==> src/rtl/strobe_decode_arbiter_if.sv <==
// strobe_decode_arbiter_if: client request/ack lines plus decoder select/enable drive
interface strobe_decode_arbiter_if;
    logic [3:0] req;
    logic [3:0] grant;
    logic [3:0] ack;
    logic       busy;
    logic       sel_a;
    logic       sel_b;
    logic       sel_g_n;
    modport master (output req, input grant, ack, busy, sel_a, sel_b, sel_g_n);
    modport slave  (input req, output grant, ack, busy, sel_a, sel_b, sel_g_n);
endinterface

==> src/rtl/strobe_decode_arbiter.sv <==
// strobe_decode_arbiter: round-robin share of a 2-to-4 decoder half with setup/strobe/hold enable timing
module strobe_decode_arbiter #(
    parameter int SETUP_CYC  = 1,
    parameter int STROBE_CYC = 2,
    parameter int HOLD_CYC   = 1,
    parameter int CNT_W      = 4
) (
    input logic clk,
    input logic reset_n,
    strobe_decode_arbiter_if.slave bus
);
    typedef enum logic [1:0] {IDLE, SETUP, STROBE, HOLD} state_t;
    localparam logic [CNT_W-1:0] SETUP_LD  = CNT_W'(SETUP_CYC  > 0 ? SETUP_CYC  - 1 : 0);
    localparam logic [CNT_W-1:0] STROBE_LD = CNT_W'(STROBE_CYC > 0 ? STROBE_CYC - 1 : 0);
    localparam logic [CNT_W-1:0] HOLD_LD   = CNT_W'(HOLD_CYC   > 0 ? HOLD_CYC   - 1 : 0);
    state_t state, state_n;
    logic [CNT_W-1:0] cnt, cnt_n;
    logic [1:0] rr_last, rr_n, win, idx, sel_n;
    logic [3:0] grant_n;
    always_comb begin
        win = 2'd0;
        idx = 2'd0;
        // descending scan so the candidate nearest after rr_last is written last
        for (int i = 4; i >= 1; i--) begin
            idx = rr_last + 2'(i);
            if (bus.req[idx]) win = idx;
        end
        state_n = state;
        cnt_n   = (cnt != '0) ? cnt - 1'b1 : cnt;
        grant_n = bus.grant;
        sel_n   = {bus.sel_b, bus.sel_a};
        rr_n    = rr_last;
        case (state)
            IDLE: if (|bus.req) begin
                state_n = (SETUP_CYC > 0) ? SETUP : STROBE;
                cnt_n   = (SETUP_CYC > 0) ? SETUP_LD : STROBE_LD;
                grant_n = 4'b0001 << win;
                sel_n   = win;
                rr_n    = win;
            end
            SETUP: if (cnt == '0) begin
                state_n = STROBE;
                cnt_n   = STROBE_LD;
            end
            STROBE: if (cnt == '0) begin
                state_n = (HOLD_CYC > 0) ? HOLD : IDLE;
                cnt_n   = HOLD_LD;
            end
            default: if (cnt == '0) state_n = IDLE;
        endcase
        if (state_n == IDLE) begin
            grant_n = '0;
            sel_n   = '0;
        end
    end
    always_ff @(posedge clk or negedge reset_n) begin
        if (!reset_n) begin
            state       <= IDLE;
            cnt         <= '0;
            rr_last     <= 2'd3;
            bus.grant   <= '0;
            bus.ack     <= '0;
            bus.busy    <= 1'b0;
            bus.sel_a   <= 1'b0;
            bus.sel_b   <= 1'b0;
            bus.sel_g_n <= 1'b1;
        end else begin
            state                <= state_n;
            cnt                  <= cnt_n;
            rr_last              <= rr_n;
            bus.grant            <= grant_n;
            bus.ack              <= (state != IDLE && state_n == IDLE) ? bus.grant : 4'b0000;
            bus.busy             <= state_n != IDLE;
            {bus.sel_b, bus.sel_a} <= sel_n;
            bus.sel_g_n          <= state_n != STROBE;
        end
    end
endmodule
==> src/flat_wrapper.sv <==
// flat-port wrapper written by rule: the top's interface ports become plain ports
module strobe_decode_arbiter_flat 
#(
    parameter int SETUP_CYC  = 1,
    parameter int STROBE_CYC = 2,
    parameter int HOLD_CYC   = 1,
    parameter int CNT_W      = 4
)
  (clk, reset_n, bus_req, bus_grant, bus_ack, bus_busy, bus_sel_a, bus_sel_b, bus_sel_g_n);
  strobe_decode_arbiter_if bus_i ();
  input logic clk;
  input logic reset_n;
  input wire logic [$bits(bus_i.req)-1:0] bus_req;
  output wire logic [$bits(bus_i.grant)-1:0] bus_grant;
  output wire logic [$bits(bus_i.ack)-1:0] bus_ack;
  output wire logic [$bits(bus_i.busy)-1:0] bus_busy;
  output wire logic [$bits(bus_i.sel_a)-1:0] bus_sel_a;
  output wire logic [$bits(bus_i.sel_b)-1:0] bus_sel_b;
  output wire logic [$bits(bus_i.sel_g_n)-1:0] bus_sel_g_n;
  assign bus_i.req = bus_req;
  assign bus_grant = bus_i.grant;
  assign bus_ack = bus_i.ack;
  assign bus_busy = bus_i.busy;
  assign bus_sel_a = bus_i.sel_a;
  assign bus_sel_b = bus_i.sel_b;
  assign bus_sel_g_n = bus_i.sel_g_n;
  strobe_decode_arbiter #(.SETUP_CYC(SETUP_CYC), .STROBE_CYC(STROBE_CYC), .HOLD_CYC(HOLD_CYC), .CNT_W(CNT_W)) u_core (.clk(clk), .reset_n(reset_n), .bus(bus_i));
endmodule
==> config.mk <==
export PLATFORM = sky130hd
export DESIGN_NAME = strobe_decode_arbiter_flat
export DESIGN_NICKNAME = d
export VERILOG_FILES = /design/src/rtl/strobe_decode_arbiter_if.sv /design/src/rtl/strobe_decode_arbiter.sv /design/src/flat_wrapper.sv
export SDC_FILE = /design/constraint.sdc
export NUM_CORES = 1
export LEC_CHECK = 0
export ABC_AREA = 0
export BUFFER_PORTS_ARGS = -buffer_cell sky130_fd_sc_hd__clkbuf_2
export CAP_MARGIN = 20
export CORE_MARGIN = 1
export CORE_UTILIZATION = 50
export CTS_CLUSTER_SIZE = 20
export DETAILED_ROUTE_END_ITERATION = 7
export PLACE_DENSITY_LB_ADDON = 0.12
export SLEW_MARGIN = 40
export SYNTH_ARGS = -nofsm -noshare
export SYNTH_HDL_FRONTEND = slang
export SYNTH_SLANG_ARGS = --single-unit
==> constraint.sdc <==
create_clock -name clk -period 2.2 [get_ports clk]
set_clock_uncertainty 0.05 [all_clocks]
set_input_delay 0.11 -clock clk [delete_from_list [all_inputs] [get_ports clk]]
set_output_delay 0.11 -clock clk [all_outputs]
set_load 0.05 [all_outputs]
== Word level (Yosys, flattened, before mapping) ==
Index checks and enable logic that the tools add are counted.
Operators by class
  multipliers: 0
  divide/modulo/power cells: 0
  shifts and indexed selects: 1
  order comparisons: 4
  reduce and logical (&&, ||, !) cells: 12
  eq/ne operators: 3
  muxes and demuxes: 29
  $add $sub $neg: 4
  bitwise gates (word level): 0
Operator list (count)
  $mux 4: 8
  $mux 2: 11
  $lt 2x3->1 const B: 4
  $pmux 4 s3: 1
  $bmux 1 s2: 4
  $reduce_bool 2->1: 4
  $pmux 2 s3: 1
  $add 2x2->2 const B: 2
  $logic_not 2->1: 2
  $logic_not 4->1: 1
  $mux 1: 4
  $reduce_and 2->1: 2
  $reduce_bool 4->1: 1
  $reduce_or 4->1: 1
  $shl 1x2->4 const A: 1
  $sub 4x1->4 const B: 1
  $add 2x1->2 const B: 1
  $eq 2x1->1 const B: 1
  $eq 2x2->1 const B: 1
  $ne 2x2->1 const B: 1
  $logic_and 1x1->1: 1
Storage, ports and cells
  output and inout port bits: 12
  bits in latches: 0
  register bits: 20
  input port bits: 6
  ROM bits: 0
  RAM bits: 0
  memories: 0
  word-level logic and storage cells: 62

== Longest topological paths before layout ==
  depth after elaboration: 10
  depth in mapped cells: 8
  gate-level depth less buffers: 8

== Least setup slack after synthesis ==
Ideal clock, no wire load.
  path kind: flip-flop to flip-flop
  start point: register u_core.cnt[0]
  end point: register u_core.cnt[0]
  slack: 326 ps
  cell stages (with the launch flop): 9
  period minus slack after synthesis: 1874 ps
  library setup time: 130 ps
  data arrival time: 1694 ps
  path through: dfrtp_1 inv_1 ha_1 nor3b_2 inv_1 ha_1 nor2_1 a221oi_1 a21oi_1
On the way
  longest elaborated chain between the ends: 4
Ends and longest elaborated chain
  start: declaration: line strobe_decode_arbiter.sv:17  | logic [CNT_W-1:0] cnt, cnt_n;
  start signal: assignment: line strobe_decode_arbiter.sv:69  | cnt <= cnt_n;
  $sub 4x1->4 / $reduce_bool 4->1 (equally long branches): line strobe_decode_arbiter.sv:29  | cnt_n = (cnt != '0) ? cnt - 1'b1 : cnt;
  $mux 4: line strobe_decode_arbiter.sv:29
  $mux 4, on equally long branches: line strobe_decode_arbiter.sv:45, strobe_decode_arbiter.sv:34, strobe_decode_arbiter.sv:41
  $pmux 4 s3 *: line strobe_decode_arbiter.sv:33  | case (state)
  net u_core.cnt_n[0]: line strobe_decode_arbiter.sv:17
The timed path passes the listed nets; every way through them passes the cells marked *.
A chain may end at the register's enable or synchronous reset.

== Worst setup path in the final report ==
Same ends and word-level chain as after synthesis.

==> results.toml <==
[outcome]
outcome = "complete, no violations"

[clock_network]
cts_max_path_buffers = 2
cts.sinks = 20
cts_tree = "yes"
cts_resized = 0
cts_buffers = 3
clk_pin_slew_worst_paths_ns = 0.11
cts-root-buf = "clkbuf_4"
clkLatencyLatePin_ns = 0.29
cts_htree_levels = 1

[setup_path]
end_kind = "flop"
r2r-start = "u_core.cnt[0]"
path_class = "flop to flop"
required_ns = 2.33
worstPathArrival_ns = 2.04
cp_max_fo = 7
cp-startpoint = "u_core.cnt[0]"
cp-start-kind = "flop"
rrSetupSlack_ns = 0.29

[drt]
wl_per_cell_um = 13.4
drt_iter0_drc = 19
firstDrtPassIters = 4
vias_per_cell = 5.37
drcViolationCount = 0
vias = 704
ant_nets = 0
wl_um = 1760

[power_and_ir_drop]
combPwrFrac = 0.510
power_frac_clock = 0.116
p_int_w = 0.000988
cellLeakagePower_nw = 0.544
switching_share = 0.456
p_sw_w = 0.000827
ir_drop_mv = 0.715
pwr-share-seq = 0.374
power_density_nw_per_um2 = 1580
power_w = 0.00181

[floorplan]
fp.coreArea_um2 = 1780
num_rows = 15
dieArea_um2 = 2150
ios = 18
initial_core_util = 0.553
die_y_um = 46.4
die_w_um = 46.4

[synth]
ys_types = 38
ys.flop_type = "dfrtp_1"
syn_area_um2 = 986
yosys-top-cells-count = "17 x dfrtp_1, 7 x nand2_1, 4 x a21oi_1, 4 x and2_1, 4 x inv_1"
yosysWarnings = 0
synth_edf_count = 0
postSynthAreaPerCell_um2 = 11.6
synth_top_area_cell = "dfrtp_1"
netlist_top_cells_area = "dfrtp_1 43%, dfstp_2 8.0%, ha_1 3.8%"
syn_nets = 94
ys_seq_elements = 20
synth_top_area_frac = 0.431
ys_seq_area_frac = 0.511
ys_async_sr_fraction = 1.00
synth.most_common_cell = "dfrtp_1"
synth_cells = 85

[place]
gp_congestion = 0.776
post-dp-hpwl_um = 1280
placed_area_um2 = 1100
dp.cells = 126
io_buffers = 17

[finish]
multi_input_area_um2 = 458
nNetsFinal = 116
fin_area_um2 = 1150
layout-drive-gt1-share = 0.358
final_core_util = 0.644
syn_to_final_growth_pct = 16.4
seqCellArea_um2 = 504
nFillCells = 163
n_antenna_cell = 0
fin_cells = 131

[sta]
max_slew_margin = 0.675
setup_viol = 0
tns_ns = 0
maxSlewViolCount = 0
min_period_ns = 1.91
rsz0062_at_grt = "no"
worst_pin_slew_ns = 0.486
max_freq_ghz = 0.523
fin_crit_sh = 0.870
hold_violations = 0

[global_route]
overflow = 0
grt_max_degree = 21
antenna_found_initial = 0
global_route.peak_usage_layer = "met1"
use_met1 = 0.298
grt_util_met3 = 0.0353
met2_usage = 0.281
grt_util_all_layers = 0.196
grt_first_pass_wirelength_um = 2920
grt_pass1_vias = 607

[worst_hold_path]
hold_start = "bus_req[2]"
hold_class = "input port to flop"

[flow_run]
maxCapViolCount = 0
cells by family (layout without fill, tap and decap cells):
logic type / count (synthesis) / in the layout / synth area share
buffers and inverters: 6 / 27 / 0.0241
and+or+nand+nor: 31 / 31 / 0.202
DFF: 20 / 20 / 0.511
muxes: 3 / 3 / 0.0330
xor gates and xnor gates: 2 / 2 / 0.0178
adders and majority gates: 3 / 3 / 0.0381
AOI/OAI and AO/OA: 20 / 20 / 0.174
placed cells by master (no fill, tap or decap), types with 2 or more instances in the layout:
cell type  instances
a21oi_1            4
a221oi_1           2
a22o_1             2
and2_1             4
clkbuf_2          17
clkbuf_4           3
dfrtp_1           17
dfstp_2            3
ha_1               3
inv_1              4
mux2_2             2
nand2_1            7
nand2b_1           3
nor2_1             3
nor2_2             2
nor3_1             3
o21ai_0            2
xnor2_1            2
area by class of cell:
class,count,share of cell area
Clock buffer,4,0.0316
Inverter,4,0.0131
Multi-Input combinational cell,59,0.399
Sequential cell,20,0.439
Tap cell,25,0.0273
Timing Repair Buffer,19,0.0894
state kept, by name, summed over array words and instances, names as in the netlist:
signal              count
u_core.bus.sel_a        1
u_core.bus.ack          4
u_core.rr_last          2
u_core.cnt              4
u_core.bus.grant        4
u_core.bus.busy         1
u_core.bus.sel_b        1
u_core.state            2
u_core.bus.sel_g_n      1
final timing paths:
path | to | cells after the start
max | u_core.cnt[0] | 8
min | u_core.bus.busy | 3
max reg2reg | u_core.cnt[0] | 8
min reg2reg | u_core.bus.sel_b | 1
max in group asynchronous | u_core.bus.sel_g_n | 2
min in group asynchronous | u_core.cnt[2] | 2
power by group through the flow:
stage | combinational [W] | clock (W) | sequential, W
final | 0.000925 | 0.000210 | 0.000679
after global routing | 0.00102 | 0.000232 | 0.000705
after CTS | 0.000933 | 0.000214 | 0.000678
after detailed placement | 0.000925 | 0 | 0.000686
after global placement | 0.000894 | 0 | 0.000679
after floorplan | 0.000548 | 0 | 0.000846
worst max-delay path, cell delays in order (launching register included):
cell and delay (ns):
dfrtp_1 0.41, inv_1 0.10, ha_1 0.19, nor3b_2 0.19
inv_1 0.14, ha_1 0.32, nor2_1 0.04, a221oi_1 0.28
a21oi_1 0.06
stage by stage:
stage | hold WS, ns | setup WS (ns)
5_1_grt | 0.130 | 0.0909
6_report | 0.118 | 0.286
3_3_place_gp | 0.0412 | 0.431
3_5_place_dp | 0.0442 | 0.289
4_1_cts | 0.109 | 0.278
2_1_floorplan | -0.236 | 0.326
metal layers:
layer / vias to the layer above / routed length [um]
met5: - / 0
met4: 0 / 0
met3: 0 / 75
met2: 23 / 801
met1: 334 / 884
li1: 347 / -
timing repair:
item | in CTS | in global routing
endpoints found under the hold margin | 17 | 0
hold buffers | 1 | 0
setup endpoints to repair | 0 | 0
buffers inserted | 0 | 0
Power figures use the tool's default switching activity.
